===== src/rtl/dmem_pkg.sv =====
// Shared types and sizes for the data-memory arbiter (dmem_arbiter, dmem_arb_grant).
package dmem_pkg;

    localparam int DMEM_WORDS = 32;
    localparam int DMEM_AW    = 5;
    localparam int XLEN       = 32;

    typedef enum logic [1:0] {
        OWN_IDLE = 2'd0,
        OWN_CORE = 2'd1,
        OWN_HOST = 2'd2
    } owner_e;

    typedef struct packed {
        owner_e             owner;
        logic               we;
        logic [DMEM_AW-1:0] addr;
        logic [XLEN-1:0]    wdata;
    } iss_entry_t;

    // Byte address to RAM word index; the low byte-offset bits are dropped.
    function automatic logic [DMEM_AW-1:0] word_addr(input logic [6:0] byte_addr);
        return byte_addr[6:2];
    endfunction

endpackage


===== src/rtl/dmem_arb_grant.sv =====
// Combinational grant plus owner/starvation state for dmem_arbiter.
// Define DMEM_ARB_RR_EN for round-robin contention resolution; default is core priority.
module dmem_arb_grant
    import dmem_pkg::*;
#(
    parameter int HOLD_MAX = 4
) (
    input  logic       clk,
    input  logic       rst,
    input  logic       core_valid,
    input  logic       host_valid,
    input  logic       host_lock,
    output logic       core_grant,
    output logic       host_grant,
    output logic [1:0] owner
);

    localparam int CW = (HOLD_MAX < 1) ? 1 : $clog2(HOLD_MAX + 1);
    localparam logic [CW-1:0] CNT_MAX = CW'(HOLD_MAX);

    owner_e        owner_q, owner_d;
    logic [CW-1:0] cnt_q, cnt_d;
    logic          expired;
    logic          lock_hold;
    logic          core_wins;

    always_comb begin
        expired   = (cnt_q == CNT_MAX);
        lock_hold = (owner_q == OWN_HOST) && host_lock && host_valid && !expired;
`ifdef DMEM_ARB_RR_EN
        // On contention the side that did not win last cycle goes first; IDLE favours the core.
        core_wins = core_valid && (!host_valid || (owner_q != OWN_CORE));
`else
        core_wins = core_valid;
`endif
        core_grant = 1'b0;
        host_grant = 1'b0;
        if (!rst) begin
            core_grant = 1'b0;
            host_grant = 1'b0;
        end else if (core_valid && expired) begin
            core_grant = 1'b1;
        end else if (lock_hold) begin
            host_grant = 1'b1;
        end else if (core_wins) begin
            core_grant = 1'b1;
        end else begin
            host_grant = host_valid;
        end
    end

    always_comb begin
        owner_d = OWN_IDLE;
        if (core_grant) begin
            owner_d = OWN_CORE;
        end else if (host_grant) begin
            owner_d = OWN_HOST;
        end

        // Counts host wins while the core is waiting; any core win or idle core clears it.
        cnt_d = cnt_q;
        if (!core_valid || core_grant) begin
            cnt_d = '0;
        end else if (host_grant && !expired) begin
            cnt_d = cnt_q + CW'(1);
        end
    end

    always_ff @(posedge clk or negedge rst) begin
        if (!rst) begin
            owner_q <= OWN_IDLE;
            cnt_q   <= '0;
        end else begin
            owner_q <= owner_d;
            cnt_q   <= cnt_d;
        end
    end

    assign owner = owner_q;

endmodule


===== src/rtl/dmem_arbiter.sv =====
// Core/host arbiter in front of the 32-word data RAM: grant, issue register, response stage.
// Define DMEM_ARB_RR_EN to replace core priority with round-robin on contention.
module dmem_arbiter
    import dmem_pkg::*;
#(
    parameter int HOLD_MAX = 4
) (
    input  logic        clk,
    input  logic        rst,

    input  logic        core_valid,
    output logic        core_ready,
    input  logic        core_we,
    input  logic [6:0]  core_addr,
    input  logic [31:0] core_wdata,
    output logic        core_rsp,
    output logic [31:0] core_rdata,
    output logic        core_stall,

    input  logic        host_valid,
    output logic        host_ready,
    input  logic        host_we,
    input  logic [6:0]  host_addr,
    input  logic [31:0] host_wdata,
    output logic        host_rsp,
    output logic [31:0] host_rdata,
    input  logic        host_lock,

    output logic        mem_en,
    output logic        mem_we,
    output logic [4:0]  mem_addr,
    output logic [31:0] mem_wdata,
    input  logic [31:0] mem_rdata,

    output logic [1:0]  owner_dbg
);

    logic       core_grant;
    logic       host_grant;

    iss_entry_t iss_q, iss_d;
    logic       iss_vld_q, iss_vld_d;
    owner_e     rsp_own_q, rsp_own_d;
    logic       rsp_vld_q, rsp_vld_d;
    logic       rsp_we_q, rsp_we_d;
    logic       unused_addr_bits;

    dmem_arb_grant #(
        .HOLD_MAX(HOLD_MAX)
    ) u_grant (
        .clk        (clk),
        .rst        (rst),
        .core_valid (core_valid),
        .host_valid (host_valid),
        .host_lock  (host_lock),
        .core_grant (core_grant),
        .host_grant (host_grant),
        .owner      (owner_dbg)
    );

    // Idle issue slots are zeroed so mem_addr/mem_wdata stay quiet between accesses.
    always_comb begin
        iss_vld_d = core_grant | host_grant;
        iss_d     = '0;
        if (core_grant) begin
            iss_d.owner = OWN_CORE;
            iss_d.we    = core_we;
            iss_d.addr  = word_addr(core_addr);
            iss_d.wdata = core_wdata;
        end else if (host_grant) begin
            iss_d.owner = OWN_HOST;
            iss_d.we    = host_we;
            iss_d.addr  = word_addr(host_addr);
            iss_d.wdata = host_wdata;
        end

        rsp_vld_d = iss_vld_q;
        rsp_own_d = iss_q.owner;
        rsp_we_d  = iss_q.we;
    end

    always_ff @(posedge clk or negedge rst) begin
        if (!rst) begin
            iss_q     <= '0;
            iss_vld_q <= 1'b0;
            rsp_vld_q <= 1'b0;
            rsp_own_q <= OWN_IDLE;
            rsp_we_q  <= 1'b0;
        end else begin
            iss_q     <= iss_d;
            iss_vld_q <= iss_vld_d;
            rsp_vld_q <= rsp_vld_d;
            rsp_own_q <= rsp_own_d;
            rsp_we_q  <= rsp_we_d;
        end
    end

    assign core_ready = core_grant;
    assign host_ready = host_grant;
    assign core_stall = core_valid & ~core_grant;

    assign mem_en    = iss_vld_q;
    assign mem_we    = iss_vld_q & iss_q.we;
    assign mem_addr  = iss_q.addr;
    assign mem_wdata = iss_q.wdata;

    // RAM output is registered, so it lines up with the response stage.
    assign core_rsp   = rsp_vld_q && (rsp_own_q == OWN_CORE);
    assign host_rsp   = rsp_vld_q && (rsp_own_q == OWN_HOST);
    assign core_rdata = (core_rsp && !rsp_we_q) ? mem_rdata : '0;
    assign host_rdata = (host_rsp && !rsp_we_q) ? mem_rdata : '0;

    assign unused_addr_bits = ^{core_addr[1:0], host_addr[1:0]};

endmodule


===== config.mk =====
export PLATFORM = sky130hd
export DESIGN_NAME = dmem_arbiter
export DESIGN_NICKNAME = d
export VERILOG_FILES = /design/src/rtl/dmem_pkg.sv /design/src/rtl/dmem_arb_grant.sv /design/src/rtl/dmem_arbiter.sv
export SDC_FILE = /design/constraint.sdc
export NUM_CORES = 1
export LEC_CHECK = 0
export ABC_AREA = 1
export CAP_MARGIN = 0
export CELL_PAD_IN_SITES_DETAIL_PLACEMENT = 1
export CELL_PAD_IN_SITES_GLOBAL_PLACEMENT = 2
export CORE_ASPECT_RATIO = 1.1
export CORE_MARGIN = 4
export CORE_UTILIZATION = 15
export CTS_CLUSTER_SIZE = 40
export DETAILED_ROUTE_END_ITERATION = 16
export GPL_ROUTABILITY_DRIVEN = 1
export PLACE_DENSITY_LB_ADDON = 0.1
export SLEW_MARGIN = 20
export SYNTH_ARGS = -nofsm -noshare
export SYNTH_HDL_FRONTEND = slang
export SYNTH_HIERARCHICAL = 1
export SYNTH_SLANG_ARGS = --single-unit

===== constraint.sdc =====
create_clock -name clk -period 2.48 [get_ports clk]
set_input_delay 0.372 -clock clk [delete_from_list [all_inputs] [get_ports clk]]
set_output_delay 0.372 -clock clk [all_outputs]
set_load 0.02 [all_outputs]

Word level (Yosys, flattened, before mapping)
Index checks and enable logic that the tools add are counted.
Cells by class
  $add $sub $neg: 1
  $mul: 0
  divide/modulo/power cells: 0
  order comparisons: 0
  equal/unequal tests: 4
  shift-type cells: 0
  muxes and demuxes: 16
  bitwise logic cells: 4
  reductions and logical operators: 14
Operator list (number)
  $mux W40: 2
  $mux W32: 2
  $logic_and A1 B1 Y1: 9
  $mux W1: 8
  $mux W3: 2
  $eq A2 B2 Y1 const B: 2
  $mux W2: 2
  $add A3 B1 Y3 const B: 1
  $eq A3 B3 Y1 const B: 1
  $logic_not A1 Y1: 3
  $and A1 B1 Y1: 2
  $eq A2 B1 Y1 const B: 1
  $reduce_bool A2 Y1: 1
  $logic_or A1 B1 Y1: 1
  $not A1 Y1: 1
  $or A1 B1 Y1: 1
Word-level totals
  register bits: 50
  latch bits: 0
  memory bits (writable): 0
  ROM bits: 0
  input bits: 117
  logic and storage cells: 49
  memories: 0

Longest topological paths before layout
Gate-level depths: netlist of run 1.
  depth after elaboration: 10
  depth in mapped cells: 12
  gate-level depth less buffers: 9

Cells and area by module
Netlist of run 1, hierarchy kept.
By module, submodules not included
  dmem_arbiter: times used 1, cells each 284, area each 2110.8 sq um, seq. area each 1126.1 sq um
  dmem_arb_grant: times used 1, cells each 43, area each 306.5 sq um, seq. area each 125.1 sq um

Worst setup path after synthesis of run 1
No wires, ideal clock.
  path type: register -> output
  from: reg u_grant.cnt_q[0]
  to: out core_stall
  data arrival time: 1.603 ns
  data required time: 2.108 ns
  path slack: 0.505 ns
  cell stages (with the launch flop): 10
  cell sequence: dfrtp_1 > inv_1 > ha_1 > nand2_1 > nand3_2 > nand2_1 > inv_1 > buf_2 > buf_2 > nor2_1
On the way
  word-level cells in the longest chain between the ends: 8
  elaborated cells on any way between the ends: 9
  those cells by class: 1 x eq/ne; 3 x mux; 2 x bitwise; 3 x reduce/logical
Ends and longest elaborated chain
  start, declared: line dmem_arb_grant.sv:22  | logic [CW-1:0] cnt_q, cnt_d;
  start signal, assigned: line dmem_arb_grant.sv:75  | cnt_q <= cnt_d;
  $eq A3 B3 Y1 (*): line dmem_arb_grant.sv:28  | expired = (cnt_q == CNT_MAX);
  $logic_not A1 Y1: line dmem_arb_grant.sv:29  | lock_hold = (owner_q == OWN_HOST) && host_lock && host_valid && !expired;
  $logic_and A1 B1 Y1: line dmem_arb_grant.sv:29
  $mux W1: line dmem_arb_grant.sv:43  | end else if (lock_hold) begin
  $mux W1 (*): line dmem_arb_grant.sv:41  | end else if (core_valid && expired) begin
  $mux W1 (*): line dmem_arb_grant.sv:38  | if (!rst) begin
  via core_ready: line dmem_arbiter.sv:12  | output logic core_ready,
  $not A1 Y1 (*): line dmem_arbiter.sv:100  | assign core_stall = core_valid & ~core_grant;
  $and A1 B1 Y1 (*): line dmem_arbiter.sv:100
  end, declared: line dmem_arbiter.sv:18  | output logic core_stall,
Mark *: on every way through the listed nets, which the timed path passes. The rest lies on a longest branch.

Worst setup path in the final report of run 1
  from: reg rsp_own_q[0]
  to: out core_rdata[28]
On the way
  word-level cells in the longest chain between the ends: 4
Ends and longest elaborated chain
  start, declared: line dmem_arbiter.sv:43  | owner_e rsp_own_q, rsp_own_d;
  start signal, assigned: line dmem_arbiter.sv:93  | rsp_own_q <= rsp_own_d;
  $eq A2 B1 Y1: line dmem_arbiter.sv:108  | assign core_rsp = rsp_vld_q && (rsp_own_q == OWN_CORE);
  $logic_and A1 B1 Y1: line dmem_arbiter.sv:108
  $logic_and A1 B1 Y1: line dmem_arbiter.sv:110  | assign core_rdata = (core_rsp && !rsp_we_q) ? mem_rdata : '0;
  $mux W32: line dmem_arbiter.sv:110
  end, declared: line dmem_arbiter.sv:17  | output logic [31:0] core_rdata,
Every way passes these cells.

==> summary.md, run 1 <==
| Metric | Value |
|---|---|
| Status | `complete, no violations` |
| Initial antenna violation count | `0` |
| Die Y | `141 µm` |
| TritonCTS buffer count | `5` |
| Fin Clk Skew | `5.39 ps` |
| Area leader, netlist | `dfrtp_1` |
| CP startpoint kind | `flop` |
| Peak Freq | `431 MHz` |
| Cell count after synthesis | `327` |
| H-Tree Depth | `2` |
| Top cell type's share of synthesized area | `0.518` |
| CP top delay family | `buffers and inverters` |
| Synth cell types | `18` |
| Setup WS pre-CTS | `65.2 ps` |
| Port Buffers | `222` |
| TNS Setup | `0 ps` |
| Reg power frac | `0.394` |
| Critical Path End Type | `output port` |
| Synthesized Nets | `446` |
| Sequential fraction of the synthesis area | `0.518` |
| Die area | `0.0182 mm²` |
| Pwr per Cell Area | `438 mW/mm²` |
| Hold crit path type | `in -> async` |
| Setup Crit Path Kind | `reg -> out` |
| Clk Latency, worst-skew pair | `300 ps` |
| Design Power | `2.21 mW` |
| Async SR Flop Fraction | `1.00` |
| Via count | `2,749` |
| Clk sinks | `50` |
| Critical path depth in cells | `6` |
| Switching Share | `0.263` |
| Crit path max-delay cell type | `clkdlybuf4s50_1` |
| GR Overflow Total | `0` |
| CP arrival | `1950 ps` |
| Root Buffer | `clkbuf_16` |
| Synth Area in Adders | `0.0104` |
| Maximum vdd ir drop | `0.282 mV` |
| Internal power | `1.63 mW` |
| Top cells by area, synth | `dfrtp_1, nand2_1, nor2_1` |
| Post-synthesis cell area | `0.00242 mm²` |
| CTS Buffer Depth | `2` |
| Post-synth top cells | `nand2_1, nor2_1, dfrtp_1` |
| Fillers | `1,899` |
| Largest net degree at the start of global routing | `39` |
| Initial Utilization | `0.154` |
| Layout net count | `671` |
| Leak | `2.47 nW` |
| Area fraction in and, or, nand and nor cells after synthesis | `0.342` |
| Combinational cell fraction of total power | `0.234` |
| Vias in the first global route | `3,003` |
| Max FO, Critical Path | `21` |
| Fin crit share | `0.936` |
| Drt first pass iters | `4` |
| Post-synthesis mux area share | `0` |
| Slew headroom | `0.645` |
| Switching pwr | `583 µW` |
| Yosys reg bits | `50` |
| Final hold violation count | `0` |
| Drt wl/cell | `14.4 µm` |
| Most frequent cell after synthesis | `nand2_1` |
| Vias per Instance | `3.65` |
| Max stage delay on crit path | `640 ps` |
| XOR/XNOR share of the synthesized area | `0` |
| Number of top-level pins | `227` |
| Synth Area in Compound Gates | `0.00414` |
| Final setup viols | `0` |
| Detailed router's first-iteration violation count | `53` |
| Layout cells sized above 1 | `0.0542` |
| Critical path buffers and inverters | `2` |
| Total track usage | `0.117` |
| Max_cap viols | `0` |
| EDFF count, synth | `0` |
| Clock share of power | `0.372` |
| Min Tclk post-route | `2320 ps` |
| Detailed placement HPWL | `8.78 mm` |
| Core Rows | `48` |
| RSZ-0062 raised after global routing | `false` |
| Core Area | `0.0157 mm²` |
| CP cell instances | `nand2_1 > nor2_2 > nand2_4 > buf_12 > nor2_1 > clkdlybuf4s50_1` |
| Worst R2R Path Depth | `11` |
| Worst slew pin tran | `533 ps` |
| Max-slew violations | `0` |
| Residual DRC | `0` |
| Worst-path clk slew | `70 ps` |
| Largest family of logic cells by synthesized area | `simple AND/OR/NAND/NOR gates` |
| N_diodes | `0` |
| Synth warn | `6` |
| First-pass GRT wire length | `16.7 mm` |
| Gpl congestion | `0.712` |
| Syn-to-layout area delta | `109%` |
| Post-route setup slack | `159 ps` |
| Post-DRT Antenna Nets | `0` |
| Avg Inst Size Synth | `7.39 µm²` |
| Routed WL | `10.9 mm` |
| CP Data Required Time | `2110 ps` |
| Post-synth top flop | `dfrtp_1` |
| Die X | `129 µm` |
| CTS tree | `done` |
[layout by cell type, fill, tap and decap left out]
master / count
buf_12: 2
ha_1: 2
clkinvlp_4: 1
dlymetal6s2s_1: 3
inv_8: 1
clkbuf_16: 5
dfrtp_1: 50
nand2_4: 1
dlygate4sd2_1: 1
nand2_2: 2
or2_2: 1
nand2_1: 130
buf_2: 1
clkdlybuf4s50_1: 217
dlygate4sd3_1: 1
inv_1: 45
a21oi_1: 2
buf_4: 8
clkinv_1: 1
nor2_4: 1
nor2_1: 67
nor2_2: 3
nand4_1: 2
nand3_2: 1
inv_2: 2
nand3_1: 2
bufinv_16: 1
[worst paths after layout]
check / from / endpoint / slack (ps)
setup reg to reg: u_grant/cnt_q[0] / mem_wdata[6] / 550
max in group asynchronous: rst / u_grant/cnt_q[1] / 1740
hold reg to reg: rsp_own_d[1] / rsp_own_q[1] / 360
setup / recovery: rsp_own_q[0] / core_rdata[28] / 160
hold / removal: rst / u_grant/cnt_q[2] / 100
min in group clk: rsp_own_d[1] / rsp_own_q[1] / 360
[sequential cells by signal (all words and copies together) (netlist names)]
name	cells
mem_addr	5
rsp_own_d	2
u_grant/cnt_q	3
u_grant/owner	2
mem_wdata	32
rsp_we_d	1
rsp_vld_q	1
mem_en	1
rsp_own_q	2
rsp_we_q	1
[worst register-to-register path, cell delays in order, from the launching register on]
cell	delay, ps
dfrtp_1	400
inv_1	90
ha_1	150
nand2_1	100
nand3_2	120
nand2_1	50
inv_1	120
buf_4	380
nor2_4	100
buf_12	180
nand2_1	80
nand2_1	60
[area by class of cell]
cell class | count | area (µm²) | share of cell area
sequential | 50 | 1250 | 0.247
timing repair buffer | 233 | 2330 | 0.462
clock buffer | 5 | 125 | 0.0247
tap | 200 | 250 | 0.0495
inverter | 48 | 180 | 0.0356
multi-input combinational | 214 | 867 | 0.171
clock inverter | 3 | 48.8 | 0.00965
[power by group through the flow]
| stage | combinational (mW) | clock [mW] | sequential [mW] |
|---|---|---|---|
| floorplan | 0.122 | 0 | 0.939 |
| global placement | 0.522 | 0 | 0.889 |
| detailed placement | 0.527 | 0 | 0.890 |
| CTS | 0.530 | 0.860 | 0.874 |
| global route | 0.561 | 0.889 | 0.880 |
| finish | 0.518 | 0.822 | 0.873 |
[per-layer routing]
metal / up-vias / wire [µm] / GRT usage
met4: 0 / 140 / 0.0287
li1: 1381 / - / -
met2: 137 / 5400 / 0.204
met5: - / 0 / 0
met3: 7 / 1220 / 0.0534
met1: 1224 / 4100 / 0.128
[cell families after synthesis]
group | after synthesis
flip-flops | 50
AO/OA/AOI/OAI | 2
buffers and inverters | 63
adder cells (fa/ha/maj) | 2
AND/OR/NAND/NOR | 210
[what timing repair did]
action	CTS	global route
resized for setup	1	4
setup endpoints to repair	1	22
hold buffers	1	0
buffers inserted	0	0
hold endpoints to repair	3	0
gates cloned	0	0
[through the flow]
stage,hold slack (ps),std cells,instance area (µm²),util
2_1_floorplan,76.4,327,2420,-
3_3_place_gp,234,744,4860,0.309
3_5_place_dp,234,744,4860,0.309
4_1_cts,98.0,753,5040,0.321
5_1_grt,103,753,5060,0.321
6_report,101,753,5060,0.321
Power figures use the tool's default switching activity.
==> run 2, diff against run 1 <==
PLACE_DENSITY = 0.85   (was unset)
PLACE_DENSITY_LB_ADDON = unset   (was 0.1)
==> summary.md, run 2 (synthesized netlist as in run 1, its figures left out) <==
| Metric | Value |
|---|---|
| Drt first pass iters | `3 (-1)` |
| Worst slew pin tran | `640 ps (+108 ps)` |
| Core Rows | `48 (unchanged)` |
| CP arrival | `2010 ps (+60 ps)` |
| R2r endpoint | `mem_wdata[27]` |
| Root Buffer | `clkbuf_16` |
| Vias per Instance | `3.80 (+4.2%)` |
| CTS tree | `done` |
| Crit path capture | `core_ready` |
| Critical path launch point | `rst` |
| Gpl congestion | `0.743 (+4.4%)` |
| Max-slew violations | `0 (unchanged)` |
| Initial Utilization | `0.154 (unchanged)` |
| GR Overflow Total | `0 (unchanged)` |
| Die Y | `141 µm (unchanged)` |
| Routed WL | `10.0 mm (-7.8%)` |
| H-Tree Depth | `2 (unchanged)` |
| Leak | `2.41 nW (-2.3%)` |
| Hold crit path type | `reg -> reg` |
| Fillers | `1,922 (+1.2%)` |
| Max FO, Critical Path | `5 (-76%)` |
| Pwr per Cell Area | `433 mW/mm² (-1.0%)` |
| Worst-path clk slew | `70 ps (about the same)` |
| Number of top-level pins | `227 (unchanged)` |
| Via count | `2,849 (+3.6%)` |
| Final Core Density | `0.318 (-0.00318)` |
| CP startpoint kind | `input pin` |
| Detailed placement HPWL | `8.49 mm (-3.3%)` |
| Largest net degree at the start of global routing | `50 (+28%)` |
| Detailed router's first-iteration violation count | `62 (+17%)` |
| Vias in the first global route | `3,127 (+4.1%)` |
| Worst R2R Path Depth | `11 (unchanged)` |
| Max_cap viols | `0 (unchanged)` |
| N_diodes | `0 (unchanged)` |
| RSZ-0062 raised after global routing | `false` |
| Fin crit share | `0.962 (+0.0262)` |
| Initial antenna violation count | `0 (unchanged)` |
| Layout net count | `667 (-0.60%)` |
| Most frequent cells in the layout | `clkdlybuf4s50_1, nand2_1, nor2_1` |
| Max reg flops | `32 (unchanged)` |
| CP Data Required Time | `2110 ps (about the same)` |
| Final hold violation count | `0 (unchanged)` |
| First-pass GRT wire length | `15.7 mm (-6.1%)` |
| Post-route cell area | `0.00501 mm² (-0.99%)` |
| Slew headroom | `0.573 (-0.0718)` |
| Min Tclk post-route | `2390 ps (+64.9 ps)` |
| Maximum vdd ir drop | `0.235 mV (-17%)` |
| Clk sinks | `50 (unchanged)` |
| Core Area | `0.0157 mm² (unchanged)` |
| Fin Clk Skew | `3.30 ps (-2.10 ps)` |
| CTS Buffer Depth | `2 (unchanged)` |
| Die area | `0.0182 mm² (unchanged)` |
| Die X | `129 µm (unchanged)` |
| Residual DRC | `0 (unchanged)` |
| Final Non-Filler Cells | `749 (-0.53%)` |
| Post-DRT Antenna Nets | `0 (unchanged)` |
| Port Buffers | `222 (unchanged)` |
| Setup Crit Path Kind | `in -> out` |
| Final setup viols | `0 (unchanged)` |
| Layout cells sized above 1 | `0.0455 (-0.00871)` |
| Cell Area, Placed | `0.00482 mm² (-0.88%)` |
| Post-route setup slack | `94.0 ps (-64.9 ps)` |
| TritonCTS buffer count | `5 (unchanged)` |
| Syn-to-layout area delta | `107%` |
| Clk Latency, worst-skew pair | `290 ps (about the same)` |
| Dpl cells | `740 (-0.54%)` |
| Drt wl/cell | `13.4 µm (-7.3%)` |
| TNS Setup | `0 ps (unchanged)` |
| Total track usage | `0.108 (-0.00880)` |
| Status | `complete, no violations` |
| FF-to-FF setup slack | `610 ps (+60 ps)` |
| Setup WS pre-CTS | `77.0 ps (+11.8 ps)` |
| Peak Freq | `419 MHz (-2.7%)` |
| Critical Path End Type | `output port` |
| Reg-to-reg critical path startpoint | `u_grant/cnt_q[0]` |
| Commonest non-fill, non-tap cell in the layout | `clkdlybuf4s50_1` |
run 2: report_power, final:
group,leakage [nW],internal [mW],switching [mW]
Combinational,1.67,0.284,0.228
Clock,0.0771,0.477,0.305
Sequential,0.664,0.859,0.0157
run 2: final cells by class:
class | instances | area, µm² | area share
flip-flops and latches | 50 | 1250 | 0.250
clock inverters | 2 | 37.5 | 0.00750
multi-input cells | 214 | 872 | 0.174
repair buffers | 229 | 2290 | 0.457
inverters | 48 | 180 | 0.0360
well taps | 200 | 250 | 0.0500
clock buffers | 6 | 129 | 0.0257
run 2: repair_timing:
item,CTS,global route
endpoints found under the setup margin,13,1
gates resized for setup,3,1
endpoints found under the hold margin,1,0
buffers inserted,0,0
hold buffers,1,0
run 2: worst min-delay path by stage:
stage	start	endpoint	slack [ps]	cells past startpoint
6_report	rsp_own_d[1]	rsp_own_q[1]	360	0
5_1_grt	rsp_own_d[1]	rsp_own_q[1]	370	0
4_1_cts	rsp_own_d[1]	rsp_own_q[1]	360	0
3_5_place_dp	rst	u_grant/owner[1]	190	1
3_3_place_gp	rst	u_grant/owner[1]	190	1
2_1_floorplan	rst	mem_addr[0]	80	0
run 2: per-layer routing:
metal | vias up | track usage | routed length [µm]
met4 | 0 | 0.0321 | 148
met2 | 179 | 0.188 | 4750
met3 | 9 | 0.0606 | 1590
met1 | 1286 | 0.110 | 3530
met5 | - | 0 | 0
li1 | 1375 | - | -
run 2: metrics by stage:
step / power, mW / hold WS, ps
after floorplan: 1.06 / 76.4
after global placement: 1.40 / 193
after detailed placement: 1.41 / 195
after CTS: 2.23 / 361
after global routing: 2.29 / 366
final: 2.17 / 359
run 2: critical path: stages:
cell and delay, ps:
dlygate4sd3_1 520, buf_2 170, nand2_1 80, inv_2 70, nand2_1 60, inv_1 120, clkdlybuf4s50_1 620
==> run 3, diff against run 2 <==
ABC_AREA = 0   (was 1)
CORE_UTILIZATION = 16   (was 15)
MAX_ROUTING_LAYER = met4   (was unset)
PLACE_DENSITY = 0.84   (was 0.85)
==> summary.md, run 3 <==
| Metric | Value |
|---|---|
| Hold crit path type | `in -> async` |
| Fin Clk Skew | `4.14 ps (+0.841 ps)` |
| Synth cell types | `27 (+9)` |
| CP startpoint kind | `input pin` |
| Max FO, Critical Path | `5 (unchanged)` |
| N_diodes | `0 (unchanged)` |
| Largest net degree at the start of global routing | `46 (-8.0%)` |
| Vias in the first global route | `2,986 (-4.5%)` |
| Worst-path clk slew | `60 ps (about the same)` |
| Status | `complete, no violations` |
| Number of top-level pins | `227 (unchanged)` |
| FF-to-FF setup slack | `370 ps (-240 ps)` |
| Gpl congestion | `0.716 (-3.6%)` |
| Worst R2R Path Depth | `8 (-3)` |
| Commonest non-fill, non-tap cell in the layout | `clkdlybuf4s50_1` |
| Setup Crit Path Kind | `in -> out` |
| Max_cap viols | `0 (unchanged)` |
| Detailed router's first-iteration violation count | `45 (-27%)` |
| Via count | `2,614 (-8.2%)` |
| Avg Inst Size Synth | `10.2 µm² (+38%)` |
| Port Buffers | `222 (unchanged)` |
| Drt first pass iters | `4 (+1)` |
| TNS Setup | `0 ps (unchanged)` |
| Core Area | `0.0144 mm² (-8.2%)` |
| Clk Latency, worst-skew pair | `290 ps (about the same)` |
| Reg-to-reg critical path startpoint | `u_grant/cnt_q[0]` |
| Sequential fraction of the synthesis area | `0.528 (+0.0107)` |
| Async SR Flop Fraction | `1.00 (unchanged)` |
| GR Overflow Total | `0 (unchanged)` |
| Most frequent cell after synthesis | `nor2_1` |
| Max reg flops | `32 (unchanged)` |
| Drt wl/cell | `15.5 µm (+16%)` |
| Residual DRC | `0 (unchanged)` |
| Yosys reg bits | `50 (unchanged)` |
| H-Tree Depth | `2 (unchanged)` |
| Leak | `2.08 nW (-14%)` |
| Max-slew violations | `0 (unchanged)` |
| Detailed placement HPWL | `8.41 mm (-0.94%)` |
| CP arrival | `1950 ps (-60 ps)` |
| Die area | `0.0168 mm² (-7.7%)` |
| Synthesized Nets | `352 (-21%)` |
| First-pass GRT wire length | `15.4 mm (-1.8%)` |
| Pwr per Cell Area | `420 mW/mm² (-3.0%)` |
| Total track usage | `0.122 (+0.0140)` |
| CTS tree | `done` |
| Initial antenna violation count | `0 (unchanged)` |
| Fin Hold WS | `329 ps (-30.3 ps)` |
| Die X | `124 µm (-3.9%)` |
| Layout cells sized above 1 | `0.0546 (+0.00905)` |
| RSZ-0062 raised after global routing | `false` |
| Most frequent cells in the layout | `clkdlybuf4s50_1, nor2_1, dfrtp_1` |
| Vias per Instance | `4.02 (+5.7%)` |
| Core Rows | `46 (-4.2%)` |
| Critical Path End Type | `output port` |
| Layout net count | `576 (-14%)` |
| Clk sinks | `50 (unchanged)` |
| Routed WL | `10.1 mm (+0.48%)` |
| Post-synth top cells | `nor2_1, dfrtp_1, a22o_1` |
| TritonCTS buffer count | `5 (unchanged)` |
| Die Y | `136 µm (-3.9%)` |
| Top cells by area, synth | `dfrtp_1, a22o_1, nor2_1` |
| Synth warn | `6 (unchanged)` |
| Maximum vdd ir drop | `0.335 mV (+43%)` |
| R2r endpoint | `mem_addr[3]` |
| Post-DRT Antenna Nets | `0 (unchanged)` |
| Slew headroom | `0.629 (+0.0561)` |
| CP Data Required Time | `2110 ps (about the same)` |
| Syn-to-layout area delta | `110%` |
| Top cell type's share of synthesized area | `0.528 (+0.0107)` |
| Final setup viols | `0 (unchanged)` |
| Peak Freq | `431 MHz (+2.8%)` |
| Post-synth top flop | `dfrtp_1` |
| CTS Buffer Depth | `2 (unchanged)` |
| Worst slew pin tran | `556 ps (-84.1 ps)` |
| Post-synthesis cell area | `0.00237 mm² (-2.0%)` |
| Initial Utilization | `0.164 (+0.0103)` |
| Fin crit share | `0.935 (-0.0266)` |
| Cell count after synthesis | `233 (-29%)` |
| Root Buffer | `clkbuf_16` |
| Min Tclk post-route | `2320 ps (-66.0 ps)` |
| Final hold violation count | `0 (unchanged)` |
| EDFF count, synth | `0 (unchanged)` |
| Area leader, netlist | `dfrtp_1` |
[run 3: changes by cell type in the layout (fill, tap and decap cells not counted), sizes merged, moves of 3 or more]
cell / before / now
nor2: 71 / 62
inv: 47 / 4
a22o: 0 / 37
nor2b: 0 / 3
o21ai: 0 / 3
nand2b: 0 / 31
nand3b: 0 / 5
buf: 7 / 13
nand2: 133 / 3
[run 3: metrics by stage]
stage | cells | power (mW) | util | cell area [µm²] | worst slack (ps)
floorplan | 233 | 1.09 | - | 2370 | 503
global placement | 641 | 1.43 | 0.334 | 4820 | -129
detailed placement | 641 | 1.45 | 0.334 | 4820 | -118
CTS | 650 | 2.12 | 0.344 | 4970 | 52.7
global route | 650 | 2.19 | 0.344 | 4970 | 40.0
finish | 650 | 2.09 | 0.344 | 4970 | 160
[run 3: cell type report]
class | count | area [µm²]
clock inverter | 2 | 13.8
fill | 1660 | 9470
clock buffer | 6 | 129
timing repair buffer | 235 | 2330
sequential | 50 | 1250
tap | 192 | 240
multi-input combinational | 161 | 993
inverter | 4 | 15.0
[run 3: per-layer routing]
layer / GRT usage / up-vias / wire, µm
met2: 0.219 / 161 / 5200
li1: - / 1225 / -
met4: 0.0341 / 0 / 146
met3: 0.0464 / 9 / 1250
met1: 0.122 / 1219 / 3470
met5: - / - / 0
[run 3: kinds of logic after synthesis]
kind of cell | synth area share
simple gates | 0.252
fa+ha+maj | 0.0106
flops | 0.528
buf+inv | 0.0528
compound gates | 0.156
[run 3: what timing repair did]
item / CTS / global route
gates resized for setup: 2 / 1
buffers inserted: 0 / 0
endpoints found under the hold margin: 5 / 0
setup endpoints to repair: 2 / 1
cloned: 0 / 0
hold buffers: 1 / 0
[run 3: how the worst max path moves through the flow]
stage,end,cells past startpoint,slack [ps],from
final,core_stall,6,160,host_valid
after global routing,core_rdata[18],4,40,rsp_we_q
after CTS,core_ready,5,50,host_valid
after detailed placement,core_stall,6,-120,host_valid
after global placement,core_stall,6,-130,host_valid
after floorplan,core_stall,5,500,u_grant/owner[0]
[run 3: power by group]
part	switching [mW]	leakage, nW	internal (mW)
registers	0.0173	0.664	0.860
logic	0.229	1.34	0.316
clock network	0.293	0.0708	0.374
total	0.539	2.08	1.55
[run 3: worst max-delay path, cell delays in order]
cell and delay, ps:
clkdlybuf4s50_1 520, nand4b_4 110, a21o_1 220, and3_2 250
nor2b_1 110, dlygate4sd2_1 360
